[config.mk]
export PLATFORM = sky130hd
export DESIGN_NAME = imm_li_expander
export DESIGN_NICKNAME = d
export VERILOG_FILES = /design/src/rtl/imm_li_expander.sv
export SDC_FILE = /design/constraint.sdc
export NUM_CORES = 1
export LEC_CHECK = 0
export ABC_CLOCK_PERIOD_IN_PS = 1900
export CAP_MARGIN = 20
export CORE_UTILIZATION = 43
export DETAILED_ROUTE_END_ITERATION = 16
export PLACE_DENSITY = 0.76
export SLEW_MARGIN = 10
export SYNTH_ARGS = -nofsm -noshare
export SYNTH_HDL_FRONTEND = slang
export SYNTH_SLANG_ARGS = --single-unit
[constraint.sdc]
create_clock -name clk_i -period 1.9 [get_ports clk_i]
set_input_delay 0.475 -clock clk_i [delete_from_list [all_inputs] [get_ports clk_i]]
set_output_delay 0.475 -clock clk_i [all_outputs]
set_load 0.01 [all_outputs]
[src/rtl/imm_li_expander.sv]
// imm_li_expander: expands a 32-bit constant into the RV32I li sequence (ADDI, or LUI + optional ADDI).
// Optional build macro LI_ZERO_RD_DROP_EN: requests targeting x0 are accepted and silently discarded.
module imm_li_expander (
    input  logic        clk_i,
    input  logic        rst_n_i,
    input  logic        req_valid_i,
    output logic        req_ready_o,
    input  logic [31:0] value_i,
    input  logic [4:0]  rd_i,
    output logic        instr_valid_o,
    input  logic        instr_ready_i,
    output logic [31:0] instr_o,
    output logic        last_o
);
    typedef enum logic [1:0] {IDLE, EMIT_A, EMIT_B} state_t;

    state_t      state, state_d;
    logic [31:0] pend, pend_d, instr_d;
    logic        last_d, valid_d;
    logic        fits, drop;
    logic [19:0] upper;
    logic [11:0] low;
    logic [31:0] addi_x0, addi_rd, lui;

    assign fits    = (&value_i[31:11]) | ~(|value_i[31:11]);
    // Rounding up by bit 11 compensates for the sign-extended low ADDI; wraps mod 2^20 by design.
    assign upper   = value_i[31:12] + {19'd0, value_i[11]};
    assign low     = value_i[11:0];
    assign addi_x0 = {low, 5'd0, 3'b000, rd_i, 7'b0010011};
    assign addi_rd = {low, rd_i, 3'b000, rd_i, 7'b0010011};
    assign lui     = {upper, rd_i, 7'b0110111};
    assign req_ready_o = (state == IDLE);

`ifdef LI_ZERO_RD_DROP_EN
    assign drop = (rd_i == 5'd0);
`else
    assign drop = 1'b0;
`endif

    // State and registered instruction outputs.
    always_ff @(posedge clk_i or negedge rst_n_i) begin
        if (!rst_n_i) begin
            state         <= IDLE;
            instr_o       <= '0;
            last_o        <= 1'b0;
            instr_valid_o <= 1'b0;
            pend          <= '0;
        end else begin
            state         <= state_d;
            instr_o       <= instr_d;
            last_o        <= last_d;
            instr_valid_o <= valid_d;
            pend          <= pend_d;
        end
    end

    // Next state: accept in IDLE, advance on each output handshake.
    always_comb begin
        state_d = state;
        instr_d = instr_o;
        last_d  = last_o;
        valid_d = instr_valid_o;
        pend_d  = pend;
        case (state)
            IDLE: begin
                if (req_valid_i && !drop) begin
                    state_d = EMIT_A;
                    valid_d = 1'b1;
                    instr_d = fits ? addi_x0 : lui;
                    last_d  = fits || (low == 12'd0);
                    pend_d  = addi_rd;
                end
            end
            EMIT_A: begin
                if (instr_ready_i) begin
                    state_d = last_o ? IDLE : EMIT_B;
                    valid_d = !last_o;
                    instr_d = last_o ? instr_o : pend;
                    last_d  = 1'b1;
                end
            end
            EMIT_B: begin
                if (instr_ready_i) begin
                    state_d = IDLE;
                    valid_d = 1'b0;
                end
            end
            default: state_d = IDLE;
        endcase
    end
endmodule

==> summary.md <==
| Metric | Value |
|---|---|
| Status | `finished with violations` |
| Failing checks | `setup timing` |
| Vias in the first global route | `approximately 2700` |
| Final net count | `486` |
| Clock Sinks | `49` |
| Clock tree buffer depth | `2` |
| Worst clock skew | `slightly above 0.008 ns` |
| Worst-path clk slew | `about 0.090 ns` |
| Min cycle time layout | `just under 2 ns` |
| Placed cells | `495` |
| Worst-Margin Slew | `approximately 0.54 ns` |
| First-pass GRT wire length | `approximately 13000 µm` |
| Cell row count | `28` |
| CP Class | `in -> reg` |
| Comb pwr share | `between 50 and 60%` |
| Fraction of layout cells with a size suffix above 1 | `approximately 28%` |
| P_leak | `approximately 1.9 nW` |
| Int Pwr | `about 3.3 mW` |
| Yosys top cell by area | `dfrtp_1` |
| Ranking of synthesized cells by area | `dfrtp_1, nand2_1, o21ai_0, xnor2_1, a21oi_1` |
| Maxcap violations | `0` |
| Synth top area share | `between 40% and 50%` |
| Drt first pass iters | `5` |
| Antenna diode count | `0` |
| All-Layer GR Usage | `between 20% and 30%` |
| CTS buffer count | `5` |
| Die H | `between 80 and 90 µm` |
| Number of synthesized flops with an enable pin | `0` |
| Max_slew headroom | `a little under two thirds` |
| Flop pwr share | `between 30% and 40%` |
| Seq/Total Area, Yosys | `about 46%` |
| Antenna violations before repair | `0` |
| CP Launch Type | `input pin` |
| Nature of the critical path endpoint | `flip-flop` |
| Asr flop ratio synth | `between 90% and 100%` |
| Reg2Reg Depth | `7` |
| Count of final setup violators | `1` |
| DRT iter0 DRCs | `~350` |
| Fin. max-slew vios | `0` |
| Power Total | `around 5.3 mW` |
| Yosys reg bits | `49` |
| Sw Share | `around two fifths` |
| Syn Inst Count | `approximately 300` |
| Die footprint | `between 6000 and 7000 µm²` |
| Drt drc | `0` |
| Grt total ovfl | `0` |
| Total detailed-routing wirelength | `~9000 µm` |
| Area delta synth->final | `60.7%` |
| H-tree Lvls | `2` |
| CP Max Fanout | `7` |
| Slowest cell on the critical path | `or4_4` |
| Synth Cell Area | `about 2700 µm²` |
| Vias per cell | `about 5.7` |
| Main synth FF type | `dfrtp_1` |
| Largest stage delay, worst path | `between 0.5 and 0.6 ns` |
| Starting density of the core | `between 40% and 50%` |
| R2r endpoint | `instr_o[31]` |
| Largest net degree at the start of global routing | `50` |
| CTS tree | `built` |
| Synth warn | `0` |
| Tcrit/Tclk final | `102%` |
| DIE WIDTH | `80.6 µm` |
| Top-level port count | `76` |
| Hold Violations, Final | `0` |
| Critical-path cell list | `clkdlybuf4s15_1 -> or4_4 -> nor2_4 -> and2_4 -> a31o_4 -> buf_6 -> mux2i_1 -> o22ai_1` |
| VDD IR-drop max | `~670 µV` |
| DP Worst Slack | `-0.678 ns` |
| CORE AREA | `roughly 5900 µm²` |
| Post-DP Area | `approximately 3900 µm²` |
| Clk_lat worst skew | `0.30 ns` |
| DR vias | `~3000` |
| Antenna Violating Nets Remaining | `0` |
| Setup ws final | `-0.0299 ns` |
| PwrDens | `roughly 1200 nW/µm²` |
| Hold Path Class | `in -> async` |
| Req. time, crit path | `roughly 2.1 ns` |
| GP Congestion | `between 0.8 and 0.9` |
| Clock network fraction of total power | `between 10% and 20%` |
| Mean post-synth cell area | `between 8 and 9 µm²` |
| Cell area after layout | `4260 µm²` |
| Fmax | `518 MHz` |
| Port bufs | `73` |
| Root Buffer Master | `clkbuf_8` |
| FF-to-FF setup slack | `~0.19 ns` |
| Distinct cells, synth | `46` |
| HPWL after DPL | `approximately 6000 µm` |
| Layout Utilization | `between 70% and 80%` |
| Arr. time, crit path | `~2.1 ns` |
| Non-filler instance count after layout | `518` |
| Reg-to-reg startpoint | `state[1]` |
| WL per Instance | `between 15 and 20 µm` |
| Switch Pwr | `2.00 mW` |
cell families after synthesis:
| group | Yosys count | synth area share (%) |
|---|---|---|
| adder cells (fa/ha/maj) | 3 | 1.41 |
| multiplexers | 2 | 0.754 |
| flip-flops | 49 | 46.2 |
| AO/OA/AOI/OAI | 71 | 16.4 |
| other | 1 | 0.141 |
| buffers and inverters | 26 | 4.90 |
| AND/OR/NAND/NOR | 135 | 24.6 |
| XOR/XNOR | 17 | 5.61 |
what timing repair did:
action | 4_1_cts | 5_1_grt
hold buffers | 0 | 0
buffers inserted | 8 | 7
gates resized for setup | 51 | 29
setup endpoints to repair | 22 | 22
pin swaps | 14 | 14
worst max path at each step:
| stage | start | endpoint | slack (ns) | cells past startpoint |
|---|---|---|---|---|
| finish | value_i[24] | instr_o[26] | -0.03 | 8 |
| global route | value_i[22] | instr_o[26] | -0.06 | 8 |
| CTS | req_valid_i | instr_o[20] | -0.005 | 7 |
| detailed placement | value_i[11] | instr_o[22] | -0.68 | 9 |
| global placement | value_i[11] | instr_o[23] | -0.64 | 10 |
| floorplan | value_i[27] | instr_o[30] | 0.005 | 7 |
critical path: cells and delay by family:
family | cells | cell delay [ns]
and+or+nand+nor | 3 | 0.86
buffers and inverters | 2 | 0.32
AOI/OAI and AO/OA | 2 | 0.27
muxes | 1 | 0.18
Yosys cell counts, types with 3 or more instances:
master	instances
buf_4	5
inv_1	7
xnor2_1	12
and3_1	5
nor3_1	6
xor2_1	5
nand2_1	60
nor4_1	6
clkbuf_1	8
nand4_1	5
a22o_1	3
o21ai_0	22
nand3_1	9
ha_1	3
o21a_1	4
o22ai_1	5
dfrtp_1	49
a21oi_1	20
nor2_1	26
buf_2	5
a31oi_1	4
cell type report:
type | count | area [µm²]
Fill cell | 427 | 1660
Multi-Input combinational cell | 230 | 1470
Clock buffer | 6 | 82.6
Timing Repair Buffer | 149 | 1350
Clock inverter | 2 | 13.8
Tap cell | 75 | 93.8
Inverter | 7 | 26.3
Sequential cell | 49 | 1230
cell usage in the layout (no fill, tap or decap), drive strengths merged, types with 3 or more instances in the layout:
master / Yosys / layout
a211oi: 3 / 3
a21oi: 20 / 20
a22o: 3 / 3
a31oi: 4 / 4
and2: 3 / 3
and3: 5 / 5
buf: 11 / 78
clkbuf: 8 / 8
clkdlybuf4s15: 0 / 4
clkdlybuf4s50: 0 / 49
dfrtp: 49 / 49
dlygate4sd2: 0 / 12
dlymetal6s2s: 0 / 4
ha: 3 / 3
inv: 7 / 7
nand2: 61 / 61
nand3: 9 / 9
nand4: 6 / 6
nor2: 27 / 27
nor3: 7 / 7
nor4: 6 / 6
o21a: 4 / 4
o21ai: 22 / 22
o22ai: 5 / 5
xnor2: 12 / 12
xor2: 5 / 5
layer usage:
metal / global-route usage (%) / vias to the layer above / part of all wire, % / wire (µm)
met5: 0 / - / 0 / 0
met4: 7.68 / 0 / 4.1 / 368
met3: 4.43 / 42 / 7.1 / 629
met2: 46.2 / 177 / 49 / 4370
met1: 35.5 / 1402 / 40 / 3550
li1: - / 1335 / - / -
registers in the layout (all words and copies together), names as in the netlist:
name	flops
instr_o	27
instr_valid_o	1
last_o	1
pend	18
state	2
through the flow:
stage                      TNS, ns  hold slack (ns)
after floorplan                  0            0.179
after global placement      -13.41            0.452
after detailed placement    -14.23            0.457
after CTS                 -0.00965            0.156
after global routing        -0.308            0.162
final                      -0.0299            0.142
power by group through the flow:
stage / Combinational, mW / Clock (mW) / Sequential [mW]
2_1_floorplan: 1.03 / 0 / 1.93
4_1_cts: 2.55 / 0.658 / 1.86
6_report: 2.73 / 0.655 / 1.87
5_1_grt: 2.94 / 0.708 / 1.92
3_3_place_gp: 2.40 / 0 / 1.84
3_5_place_dp: 2.45 / 0 / 1.86
Power figures use the tool's default switching activity.
